--- src/rtl/pwm_generator.sv ---
`default_nettype none
// ============================================================================
// Module   : pwm_generator
// Purpose  : Sixteen-channel output driver. Each channel is forced low,
//            forced high, or follows one shared 8-bit PWM waveform produced
//            by a clock prescaler and a 256-step period counter.
// Options  : PWM_SYNC_UPDATE_EN - when defined, the duty cycle is shadowed
//            and only updated at period boundaries (glitch-free updates).
//            When undefined, the duty input is used live.
// Revision : 1.0 - initial release
// ============================================================================
module pwm_generator #(
    parameter int CLK_DIV = 13
) (
    input  logic        clk,
    input  logic        rst_n,
    input  logic [7:0]  en_reg_out_7_0,
    input  logic [7:0]  en_reg_out_15_8,
    input  logic [7:0]  en_reg_pwm_7_0,
    input  logic [7:0]  en_reg_pwm_15_8,
    input  logic [7:0]  pwm_duty_cycle,
    output logic [15:0] out,
    output logic        period_strobe
);

    localparam logic [15:0] c_div_last = 16'(CLK_DIV - 1);

    logic [15:0] w_en_out;
    logic [15:0] w_en_pwm;
    logic [15:0] r_div_cnt;
    logic [7:0]  r_step_cnt;
    logic        w_step_tick;
    logic [7:0]  w_duty_eff;
    logic        w_pwm_hi;
    logic [15:0] w_out_next;

    assign w_en_out = {en_reg_out_15_8, en_reg_out_7_0};
    assign w_en_pwm = {en_reg_pwm_15_8, en_reg_pwm_7_0};

    // A divide-by-one prescaler degenerates to a permanent step tick.
    generate
        if (CLK_DIV == 1) begin : g_no_prescale
            assign w_step_tick = 1'b1;
        end else begin : g_prescale
            assign w_step_tick = (r_div_cnt == c_div_last);
        end
    endgenerate

    // Prescaler and 256-step period counter; step_cnt wraps naturally at 255.
    always_ff @(posedge clk or negedge rst_n) begin
        if (!rst_n) begin
            r_div_cnt  <= '0;
            r_step_cnt <= '0;
        end else if (w_step_tick) begin
            r_div_cnt  <= '0;
            r_step_cnt <= r_step_cnt + 8'd1;
        end else begin
            r_div_cnt  <= r_div_cnt + 16'd1;
        end
    end

`ifdef PWM_SYNC_UPDATE_EN
    logic [7:0] r_duty_shadow;
    logic       r_first;
    logic       w_period_start;

    assign w_period_start = w_step_tick && (r_step_cnt == 8'hFF);

    // Duty shadow: captured on the first edge after reset release and on each
    // wrap edge, so every period runs with one consistent duty value.
    always_ff @(posedge clk or negedge rst_n) begin
        if (!rst_n) begin
            r_duty_shadow <= '0;
            r_first       <= 1'b1;
        end else begin
            r_first <= 1'b0;
            if (r_first || w_period_start) begin
                r_duty_shadow <= pwm_duty_cycle;
            end
        end
    end

    // During the very first cycle after release the shadow has not been
    // loaded yet, so the live value it is about to capture is used instead.
    assign w_duty_eff = r_first ? pwm_duty_cycle : r_duty_shadow;
`else
    assign w_duty_eff = pwm_duty_cycle;
`endif

    // 0xFF is treated as full on so there is no single low step per period.
    assign w_pwm_hi   = (w_duty_eff == 8'hFF) || (r_step_cnt < w_duty_eff);

    // Output enable has priority; PWM mode only matters for enabled channels.
    assign w_out_next = w_en_out & (~w_en_pwm | {16{w_pwm_hi}});

    // Registered outputs; the strobe marks the cycle showing a period's first level.
    always_ff @(posedge clk or negedge rst_n) begin
        if (!rst_n) begin
            out           <= '0;
            period_strobe <= 1'b0;
        end else begin
            out           <= w_out_next;
            period_strobe <= (r_div_cnt == 16'd0) && (r_step_cnt == 8'd0);
        end
    end

endmodule
`default_nettype wire

--- config.mk ---
export PLATFORM = sky130hd
export DESIGN_NAME = pwm_generator
export DESIGN_NICKNAME = d
export VERILOG_FILES = /design/src/rtl/pwm_generator.sv
export SDC_FILE = /design/constraint.sdc
export NUM_CORES = 1
export LEC_CHECK = 0
export ABC_AREA = 1
export BUFFER_PORTS_ARGS = -buffer_cell sky130_fd_sc_hd__clkbuf_2
export CORE_ASPECT_RATIO = 0.8
export CORE_UTILIZATION = 30
export DETAILED_ROUTE_END_ITERATION = 8
export PLACE_DENSITY = 0.61
export SYNTH_ARGS = -nofsm -noshare
export SYNTH_HDL_FRONTEND = slang
export SYNTH_SLANG_ARGS = --single-unit
--- constraint.sdc ---
create_clock -name clk -period 1.63 [get_ports clk]
set_input_delay 0.0815 -clock clk [delete_from_list [all_inputs] [get_ports clk]]
set_output_delay 0.0815 -clock clk [all_outputs]
set_load 0.02 [all_outputs]
==> impl_metrics.yaml <==
yosys:
  synth_top_family_by_area: "simple AND/OR/NAND/NOR gates"
  netlist_instances: 264
  synth_area_per_cell_um2: 8.31
  yosysSeqAreaShare: 0.468
  yosys-top-cells-count: "inv_1, nand2_1, dfrtp_1"
  synthArstFlopShare: 1.00
  yosysTopAreaCellShare: 0.468
  synth_fa_ha_area_frac: 0.0627
  ys.flop_type: "dfrtp_1"
  syn_nets: 317
  synth_area_leaders: "dfrtp_1, inv_1, nand2_1, ha_1, nand3_1"
  synth_warnings: 0
  yosys.area.top_type: "dfrtp_1"
  syn_area_um2: 2190
  synth_compound_area_frac: 0.0382
  yosys.area_share.simple: 0.261
  synth-seq-cells: 41
  yosysMostFrequentCell: "inv_1"
  synth_edf_count: 0
  synth_xor_area_frac: 0.0519
  synthMuxAreaShare: 0
  ys_types: 27
detailed_routing:
  drt-total-wl_um: 4680
  wl_per_cell_um: 10.7
  drt_pass1_iterations: 4
  drt_iter0_markers: 90
  via_count: 1864
  via_per_inst: 4.27
  drc: 0
  ant_nets: 0
power:
  leakage_nw: 1.68
  seq_power_share: 0.508
  p_sw_frac: 0.225
  p_per_area_nw_per_um2: 694
  pwr-share-clk: 0.397
  intPower_w: 0.00159
  vdd_ir_drop_max_v: 0.000344
  combPwrFrac: 0.095
  switching_power_w: 0.000462
cells_and_area:
  seqCellArea_um2: 1030
  utilization: 0.425
  drive_gt1_frac: 0.269
  area_growth_pct: 34.8
  antenna_cells: 0
  fillers: 728
  nets: 402
  fin_area_um2: 2960
  multiInputGateArea_um2: 978
timing:
  min_period_ns: 1.50
  final_hold_viol_count: 0
  setup_tns_ns: 0
  hold_slack_ns: 0.0372
  slew_viol_final: 0
  setup_viol: 0
  worst_slack_ns: 0.131
  skew_ns: 0.00450
  fmax_mhz: 667
  rsz0062_at_grt: "no"
  final.period_utilization: 0.919
  slew-limit-headroom: 0.631
  tightest_slew_ns: 0.553
hold_path:
  hp-class: "primary input to register"
grt:
  overflow: 0
  grt_usage: 0.137
  grt_start_max_net_pins: 42
  antenna_found_initial: 0
  grt_pass1_wl_um: 8370
  grt_pass1_vias: 1928
clock_network:
  cts_tree: "yes"
  clk_pin_slew_ns: 0.08
  cts_buffer_depth: 2
  clock_sinks: 41
  clk_latency_ns: 0.29
  numCtsBuffers: 5
  cts-root-buf: "clkbuf_8"
  cts_max_level: 2
worst_setup_path:
  critPathRequiredTime_ns: 1.83
  critPathKind: "register to register"
  crit_chain: "ha_1, nand2_1, inv_1, nand2_1, nand2_1, nand2_4, nand2_8, nand3_1, nand2_1, inv_1"
  arrival_ns: 1.69
  endpoint_kind: "register"
  crit_path_top_delay_cell: "dfrtp_1"
  crit_top_cell: "nand2_1"
  slowest_delay_ns: 0.40
  startpoint_type: "register"
  cp_max_fo: 8
floorplanning:
  core_area_um2: 6960
  dieArea_um2: 7660
  die_y_um: 78.5
  rows: 27
  io_pins: 59
  start_util: 0.315
  die_width_um: 97.6
placement:
  dp_hpwl_um: 3290
  finalWeightedCongestion: 0.851
  placedInstanceArea_um2: 2590
  port_buffers: 58
  place_ws_ns: 0.0143
job:
  maxCapViolations: 0
run_status:
  status: "finished clean"
[final cells by class]
type	instances	share of cell area
Timing Repair Buffer	80	0.170
Clock inverter	2	0.0131
Clock buffer	6	0.0245
Multi-Input combinational cell	160	0.331
Tap cell	87	0.0368
Inverter	61	0.0779
Sequential cell	41	0.347
[sequential cells by signal, summed over array words and instances, names as in the netlist]
register	cells
out	16
period_strobe	1
r_div_cnt	16
r_step_cnt	8
[power groups by stage]
stage	Clock, W	Combinational, W	Sequential [W]
global route	0.000883	0.000220	0.00104
CTS	0.000843	0.000192	0.00104
floorplan	0	0.0000339	0.00109
global placement	0	0.000159	0.00106
detailed placement	0	0.000160	0.00106
finish	0.000814	0.000196	0.00104
[cells in the final DEF (no fill, tap or decap), types with 10 or more instances in the layout]
cell type,synthesis,final
dlygate4sd3_1,0,17
nand2_1,56,54
nand3_1,24,24
clkbuf_2,0,58
nor2_1,13,11
dfrtp_1,41,41
xor2_1,11,11
inv_1,57,57
ha_1,11,10
o21ai_0,10,10
[worst max-delay path, delay by kind of cell, from the launching register on]
family	cells	cell delay (ns)
adder cells (fa/ha/maj)	1	0.30
AND/OR/NAND/NOR	7	0.62
buffers and inverters	2	0.09
flip-flops	1	0.40
[final timing paths]
kind                                   start             to  slack [ns]  cells past startpoint
setup / recovery               r_step_cnt[3]        out[10]        0.13                     10
hold / removal             en_reg_pwm_7_0[6]         out[6]        0.04                      4
setup reg to reg               r_step_cnt[3]        out[10]        0.13                     10
hold reg to reg                 r_div_cnt[0]   r_div_cnt[0]        0.51                      1
max in group asynchronous              rst_n   r_div_cnt[4]        0.89                      3
min in group asynchronous              rst_n  period_strobe        0.38                      3
[stage by stage]
step | std cells | total power, W
3_5_place_dp | 410 | 0.00122
3_3_place_gp | 410 | 0.00122
4_1_cts | 437 | 0.00208
5_1_grt | 437 | 0.00215
6_report | 437 | 0.00205
2_1_floorplan | 264 | 0.00112
[repair_timing]
item                                    4_1_cts  5_1_grt
endpoints found under the hold margin        57        0
setup buffers                                 1        0
hold buffers                                 17        0
gates resized for setup                       2       13
endpoints found under the setup margin        1       17
cloned                                        1        0
pin swaps                                     2        2
[cells by family after synthesis]
logic type / Yosys count
adder cells (fa/ha/maj): 11
XOR/XNOR: 13
flip-flops: 41
buffers and inverters: 64
AND/OR/NAND/NOR: 119
AO/OA/AOI/OAI: 16
[layer usage]
layer  vias to the layer above  GRT usage  routed length (um)
li1                        977          -                   -
met1                       826      0.166                2220
met2                        56      0.234                2130
met3                         5     0.0383                 277
met4                         0     0.0500                  61
met5                         -          0                   0
Power figures use the tool's default switching activity.
